==> config.mk <==
export PLATFORM = sky130hd
export DESIGN_NAME = biphasemark_encode
export DESIGN_NICKNAME = d
export VERILOG_FILES = /design/src/rtl/biphasemark_pkg.sv /design/src/rtl/halfbit_tick_gen.sv /design/src/rtl/biphasemark_encode.sv
export SDC_FILE = /design/constraint.sdc
export NUM_CORES = 1
export LEC_CHECK = 0
export ABC_AREA = 1
export CAP_MARGIN = 30
export CORE_MARGIN = 2
export CORE_UTILIZATION = 45
export CTS_CLUSTER_SIZE = 10
export DETAILED_ROUTE_END_ITERATION = 10
export PLACE_DENSITY = 0.66
export SLEW_MARGIN = 20
export SYNTH_ARGS = -nofsm -noshare
export SYNTH_HDL_FRONTEND = slang
export SYNTH_SLANG_ARGS = --single-unit
==> constraint.sdc <==
create_clock -name clk -period 4.4 [get_ports clk]
set_input_delay 0.88 -clock clk [delete_from_list [all_inputs] [get_ports clk]]
set_output_delay 0.88 -clock clk [all_outputs]
set_load 0.02 [all_outputs]
==> src/rtl/biphasemark_pkg.sv <==
// biphasemark_pkg: preamble patterns, framing constants and FSM states shared by the biphase-mark encoder and decoder
package biphasemark_pkg;
  localparam logic [7:0] START0 = 8'b11101000;
  localparam logic [7:0] START1 = 8'b00010111;
  localparam logic [7:0] LEFT0  = 8'b11100010;
  localparam logic [7:0] LEFT1  = 8'b00011101;
  localparam logic [7:0] RIGHT0 = 8'b11100100;
  localparam logic [7:0] RIGHT1 = 8'b00011011;
  localparam int SUBFRAME_HALFBITS = 64;
  localparam int PREAMBLE_HALFBITS = 8;
  localparam int FRAMES_PER_BLOCK  = 192;
  typedef enum logic [1:0] {IDLE, PREAMBLE, DATA} bmc_state_t;
  function automatic logic [7:0] preamble_sel(input logic left, input logic blk_start, input logic lvl);
    return !left ? (lvl ? RIGHT1 : RIGHT0) : blk_start ? (lvl ? START1 : START0) : (lvl ? LEFT1 : LEFT0);
  endfunction
endpackage

==> src/rtl/halfbit_tick_gen.sv <==
// halfbit_tick_gen: divides clk down to one tick per output half-bit, parked at zero while disabled
module halfbit_tick_gen #(
  parameter int CLKS_PER_HALFBIT = 1
) (
  input  logic clk,
  input  logic rst,
  input  logic i_en,
  output logic o_tick
);
  localparam int CW = CLKS_PER_HALFBIT > 1 ? $clog2(CLKS_PER_HALFBIT) : 1;
  logic [CW-1:0] r_cnt;
  logic          w_term;
  assign w_term = r_cnt == CW'(CLKS_PER_HALFBIT - 1);
  assign o_tick = i_en && w_term;
  // Count clocks within a half-bit, restarting from zero whenever the encoder is idle
  always_ff @(posedge clk)
    if (rst || !i_en) r_cnt <= '0;
    else r_cnt <= w_term ? '0 : r_cnt + 1'b1;
endmodule

==> src/rtl/biphasemark_encode.sv <==
// biphasemark_encode: frames L/R sample pairs into S/PDIF subframes and serializes them as biphase-mark half-bits
module biphasemark_encode
  import biphasemark_pkg::*;
#(
  parameter int          CLKS_PER_HALFBIT = 1,
  parameter logic [31:0] CHAN_STATUS      = 32'h0
) (
  input  logic        clk,
  input  logic        rst,
  input  logic [23:0] din_left,
  input  logic [23:0] din_right,
  input  logic        din_valid,
  output logic        din_ready,
  output logic        dout,
  output logic        vout,
  output logic [7:0]  frame_counter,
  output logic        channel
);
  bmc_state_t  r_state, w_state_nxt;
  logic [5:0]  r_pos;
  logic        r_ready, r_started, r_wv, r_dout, r_vout, r_channel;
  logic [23:0] r_pl, r_pr, r_wl, r_wr;
  logic [7:0]  r_fc, r_pre, w_fc_nxt, w_pre;
  logic [26:0] w_data;
  logic [31:0] w_word;
  logic [4:0]  w_idx;
  logic        w_tick, w_take, w_sf_start, w_next_left, w_left_start, w_c, w_dout_nxt;

  halfbit_tick_gen #(.CLKS_PER_HALFBIT(CLKS_PER_HALFBIT)) u_tick (
    .clk(clk), .rst(rst), .i_en(r_state != IDLE), .o_tick(w_tick)
  );

  assign w_take       = din_valid && r_ready;
  assign w_sf_start   = w_tick && r_state == PREAMBLE && r_pos == 6'd0;
  assign w_next_left  = !r_started || r_channel;
  assign w_left_start = w_sf_start && w_next_left;
  assign w_fc_nxt     = !r_started ? 8'd0 : r_fc == 8'(FRAMES_PER_BLOCK - 1) ? 8'd0 : r_fc + 8'd1;
  assign w_pre        = preamble_sel(w_next_left, w_fc_nxt == 8'd0, r_dout);
  assign w_c          = r_fc < 8'd32 && CHAN_STATUS[r_fc[4:0]];
  assign w_data       = {w_c, 1'b0, r_wv, r_channel ? r_wr : r_wl};
  assign w_word       = {4'b0, ^w_data, w_data};
  assign w_idx        = r_pos[5:1] - 5'(PREAMBLE_HALFBITS / 2);

  assign din_ready     = r_ready;
  assign dout          = r_dout;
  assign vout          = r_vout;
  assign frame_counter = r_fc;
  assign channel       = r_channel;

  // State register
  always_ff @(posedge clk)
    if (rst) r_state <= IDLE;
    else r_state <= w_state_nxt;

  // Next state: leave IDLE on the first pair, then alternate preamble and data forever
  always_comb begin
    w_state_nxt = r_state;
    if (r_state == IDLE) w_state_nxt = w_take ? PREAMBLE : IDLE;
    else if (w_tick && r_pos == 6'(PREAMBLE_HALFBITS - 1)) w_state_nxt = DATA;
    else if (w_tick && r_pos == 6'(SUBFRAME_HALFBITS - 1)) w_state_nxt = PREAMBLE;
  end

  // Next half-bit: latched preamble MSB first, then BMC data where the first half always inverts
  always_comb begin
    w_dout_nxt = r_dout;
    if (r_state == PREAMBLE) w_dout_nxt = r_pos == 6'd0 ? w_pre[7] : r_pre[~r_pos[2:0]];
    else if (r_state == DATA) w_dout_nxt = r_pos[0] ? r_dout ^ w_word[w_idx] : ~r_dout;
  end

  // Buffering, subframe bookkeeping and the serializer registers
  always_ff @(posedge clk)
    if (rst) begin
      r_pos     <= '0;
      r_ready   <= 1'b1;
      r_started <= 1'b0;
      r_dout    <= 1'b0;
      r_vout    <= 1'b0;
      r_channel <= 1'b0;
      r_fc      <= '0;
    end else begin
      r_vout  <= w_tick;
      r_ready <= w_take ? 1'b0 : w_left_start ? 1'b1 : r_ready;
      if (w_take) begin
        r_pl <= din_left;
        r_pr <= din_right;
      end
      if (w_tick) begin
        r_pos  <= r_pos + 6'd1;
        r_dout <= w_dout_nxt;
      end
      if (w_sf_start) begin
        r_pre     <= w_pre;
        r_channel <= !w_next_left;
        r_started <= 1'b1;
      end
      if (w_left_start) begin
        r_fc <= w_fc_nxt;
        r_wl <= r_ready ? 24'd0 : r_pl;
        r_wr <= r_ready ? 24'd0 : r_pr;
        r_wv <= r_ready;
      end
    end
endmodule

==> impl_metrics.yaml <==
timing:
  timing.fmax_ghz: 0.330
  post-route-period-util: 0.689
  grt_setup_unrepaired: "no"
  finalMaxSlewViolations: 0
  setup_violations: 0
  fin_skew_ns: 0.0165
  max_slew_margin: 0.559
  setup_tns_ns: 0
  tightest_slew_ns: 0.657
  hold_viol: 0
  period_needed_ns: 3.03
placement:
  dp_hpwl_um: 7770
  dp_cells: 940
  gp_congestion: 0.906
  portBuffers: 62
finish:
  final_util: 0.559
  fin_nets: 841
  layout.cells.non_filler: 971
  drive_above_1_share: 0.0453
  fill_cells: 1186
  antenna_cells: 0
  area_growth_pct: 21.4
synth:
  ys_ff_latch: 124
  syn_area_um2: 6070
  synth_seq_area_share: 0.577
  synth_nets: 774
  synth_edf_count: 102
  synth_warnings: 0
  synth_cell_types: 32
  synth.avg_cell_area_um2: 8.48
  ys_async_sr_fraction: 0
  syn_inst: 716
  synthFlopType: "edfxtp_1"
detailed_routing:
  wirelength_um: 10800
  drt_iter0_drc: 230
  first_pass_iters: 5
  via_per_inst: 4.64
  ant_nets: 0
  drc: 0
  wl_per_cell_um: 11.1
  vias: 4510
critical_path:
  crit_type: "register to register"
  endpoint_kind: "register"
  reg2reg_depth: 10
  crit_slowest_cell: "buf_4"
  critPathArrivalTime_ns: 3.07
  cp.depth: 10
  critical_path.top_delay_family: "simple AND/OR/NAND/NOR gates"
  cpMostUsedCell: "inv_1"
  crit_chain: "inv_1, ha_1, nor2_1, inv_1, nor3_1, inv_1, nor2_1, nand2_1, clkinv_1, buf_4"
  worstPathBufferInverterCount: 5
  crit_fanout: 52
  max_stage_delay_ns: 0.50
  required_ns: 4.44
  start_kind: "register"
clock_tree:
  cts_resized: 0
  cts_root_buffer: "clkbuf_16"
  cts_buffer_depth: 2
  cts_sinks: 124
  cts_hold_buffers: 0
  cts_made_buffers: 17
  cts_setup_buffers: 0
  insertion_delay_ns: 0.42
  cts_tree: "built"
  htree_levels: 4
  clk_pin_slew_ns: 0.06
floorplan:
  core_um2: 13200
  start_util: 0.461
  die_y_um: 120
  row_count: 42
  io_pins: 63
  dieWidth_um: 120
  die_area_um2: 14400
power_and_ir_drop:
  leakage_nw: 3.31
  power.density_nw_per_um2: 377
  p_comb_frac: 0.067
  switching_share: 0.207
  power.switching_mw: 0.576
  seq_power_share: 0.477
  pwr-share-clk: 0.457
  ir_worst_vdd_v: 0.000226
  intPower_mw: 2.20
global_route:
  grt_pass1_vias: 4313
  antenna_found_initial: 0
  track_usage: 0.166
  grt_pass1_wl_um: 18700
  gr-total-overflow: 0
  grt_max_degree: 57
min_path:
  min_path_cells: 2
  hold_class: "register to register"
status:
  outcome: "finished, final reports clean"
flow_run:
  cap_violations: 0
==> cells by family after synthesis <==
family,synth area share
AND/OR/NAND/NOR,0.236
buffers and inverters,0.104
flip-flops,0.577
AO/OA/AOI/OAI,0.0566
XOR/XNOR,0.0115
adder cells (fa/ha/maj),0.0144
other,0.000617
==> per-layer routing <==
metal | vias up | GRT usage | part of all wire
li1 | 2372 | - | -
met1 | 2038 | 0.196 | 0.45
met2 | 85 | 0.276 | 0.47
met3 | 15 | 0.0509 | 0.056
met4 | 0 | 0.0779 | 0.018
met5 | - | 0 | 0
==> power groups by stage <==
| stage | sequential [mW] | clock [mW] | combinational (mW) |
|---|---|---|---|
| finish | 1.33 | 1.27 | 0.186 |
| global route | 1.33 | 1.35 | 0.211 |
| CTS | 1.33 | 1.30 | 0.188 |
| detailed placement | 1.35 | 0 | 0.187 |
| global placement | 1.35 | 0 | 0.178 |
| floorplan | 1.34 | 0 | 0.115 |
==> cell type report <==
type / instances / area, um2 / share of cell area
sequential: 124 / 3500 / 0.475
timing repair buffer: 67 / 678 / 0.0919
clock buffer: 19 / 433 / 0.0587
multi-input combinational: 443 / 1950 / 0.264
inverter: 130 / 488 / 0.0662
tap: 176 / 220 / 0.0299
clock inverter: 12 / 105 / 0.0142
==> synthesized netlist by cell type (2+ instances only) <==
cell	number	area [um2]
nand2_1	260	976
inv_1	130	488
edfxtp_1	102	3060
nor2_1	79	297
dfxtp_1	22	440
o21ai_0	18	90.1
nand3_1	16	80.1
a21oi_1	13	65.1
o22ai_1	11	68.8
clkbuf_1	9	33.8
ha_1	7	87.6
xor2_1	7	61.3
buf_6	5	56.3
nor3_1	5	25.0
o211ai_1	5	37.5
o21ai_1	5	25.0
a221oi_1	2	17.5
a31oi_1	2	12.5
buf_2	2	10.0
clkbuf_8	2	27.5
nand2_2	2	12.5
nand3_2	2	20.0
==> worst register-to-register path: stages (launching register included) <==
cell	delay, ns
dfxtp_1	0.34
inv_1	0.07
ha_1	0.23
nor2_1	0.26
inv_1	0.19
nor3_1	0.20
inv_1	0.10
nor2_1	0.37
nand2_1	0.26
clkinv_1	0.09
buf_4	0.50
==> flip-flops by register name, summed over array words and instances (netlist names), 2 cells and up <==
register,flops
r_pl,24
r_pr,24
r_wl,24
r_wr,24
frame_counter,8
r_pos,6
r_pre,5
r_state,2
==> stage by stage <==
| stage | setup WS (ns) | power [mW] | area (um2) | hold slack [ns] |
|---|---|---|---|---|
| floorplan | 0.832 | 1.46 | 6070 | 0.439 |
| global placement | 1.25 | 1.53 | 6810 | 0.447 |
| detailed placement | 1.14 | 1.54 | 6840 | 0.492 |
| CTS | 1.38 | 2.81 | 7380 | 0.501 |
| global route | 1.11 | 2.89 | 7380 | 0.548 |
| finish | 1.37 | 2.78 | 7380 | 0.495 |
==> worst paths after layout <==
| path | end | slack, ns | start |
|---|---|---|---|
| setup / recovery | r_wr[19] | 1.37 | r_state[0] |
| hold / removal | r_state[1] | 0.49 | r_state[1] |
| setup reg to reg | r_wr[19] | 1.37 | r_state[0] |
| hold reg to reg | r_state[1] | 0.49 | r_state[1] |
==> layout by cell type, fill, tap and decap left out <==
master           Yosys  layout
ha_1                 7       7
o21ai_2              1       1
nand3_1             16      16
clkbuf_1             9       2
nand2_1            260     260
o21ai_0             18      18
nand3_2              2       2
conb_1               1       1
o211ai_1             5       5
nand2_2              2       2
clkbuf_16            0      17
xnor2_1              1       1
clkdlybuf4s50_1      0      62
nor4_1               1       1
o2111ai_1            1       1
bufinv_16            0       2
nor3_1               5       5
inv_1              130     129
o22ai_1             11      11
nor2_2               1       1
clkinvlp_4           0       1
a221o_1              1       1
nand4_1              1       1
nor2_4               0       1
or2_2                1       1
a31oi_1              2       2
nor2_1              79      78
buf_16               0       1
edfxtp_1           102     102
a221oi_1             2       2
buf_4                0       4
a21oi_1             13      13
xor2_1               7       7
o21ai_1              5       5
dfxtp_1             22      22
clkinv_2             0       3
clkinv_1             0       7
No activity file was read; power rests on OpenSTA's default activity.
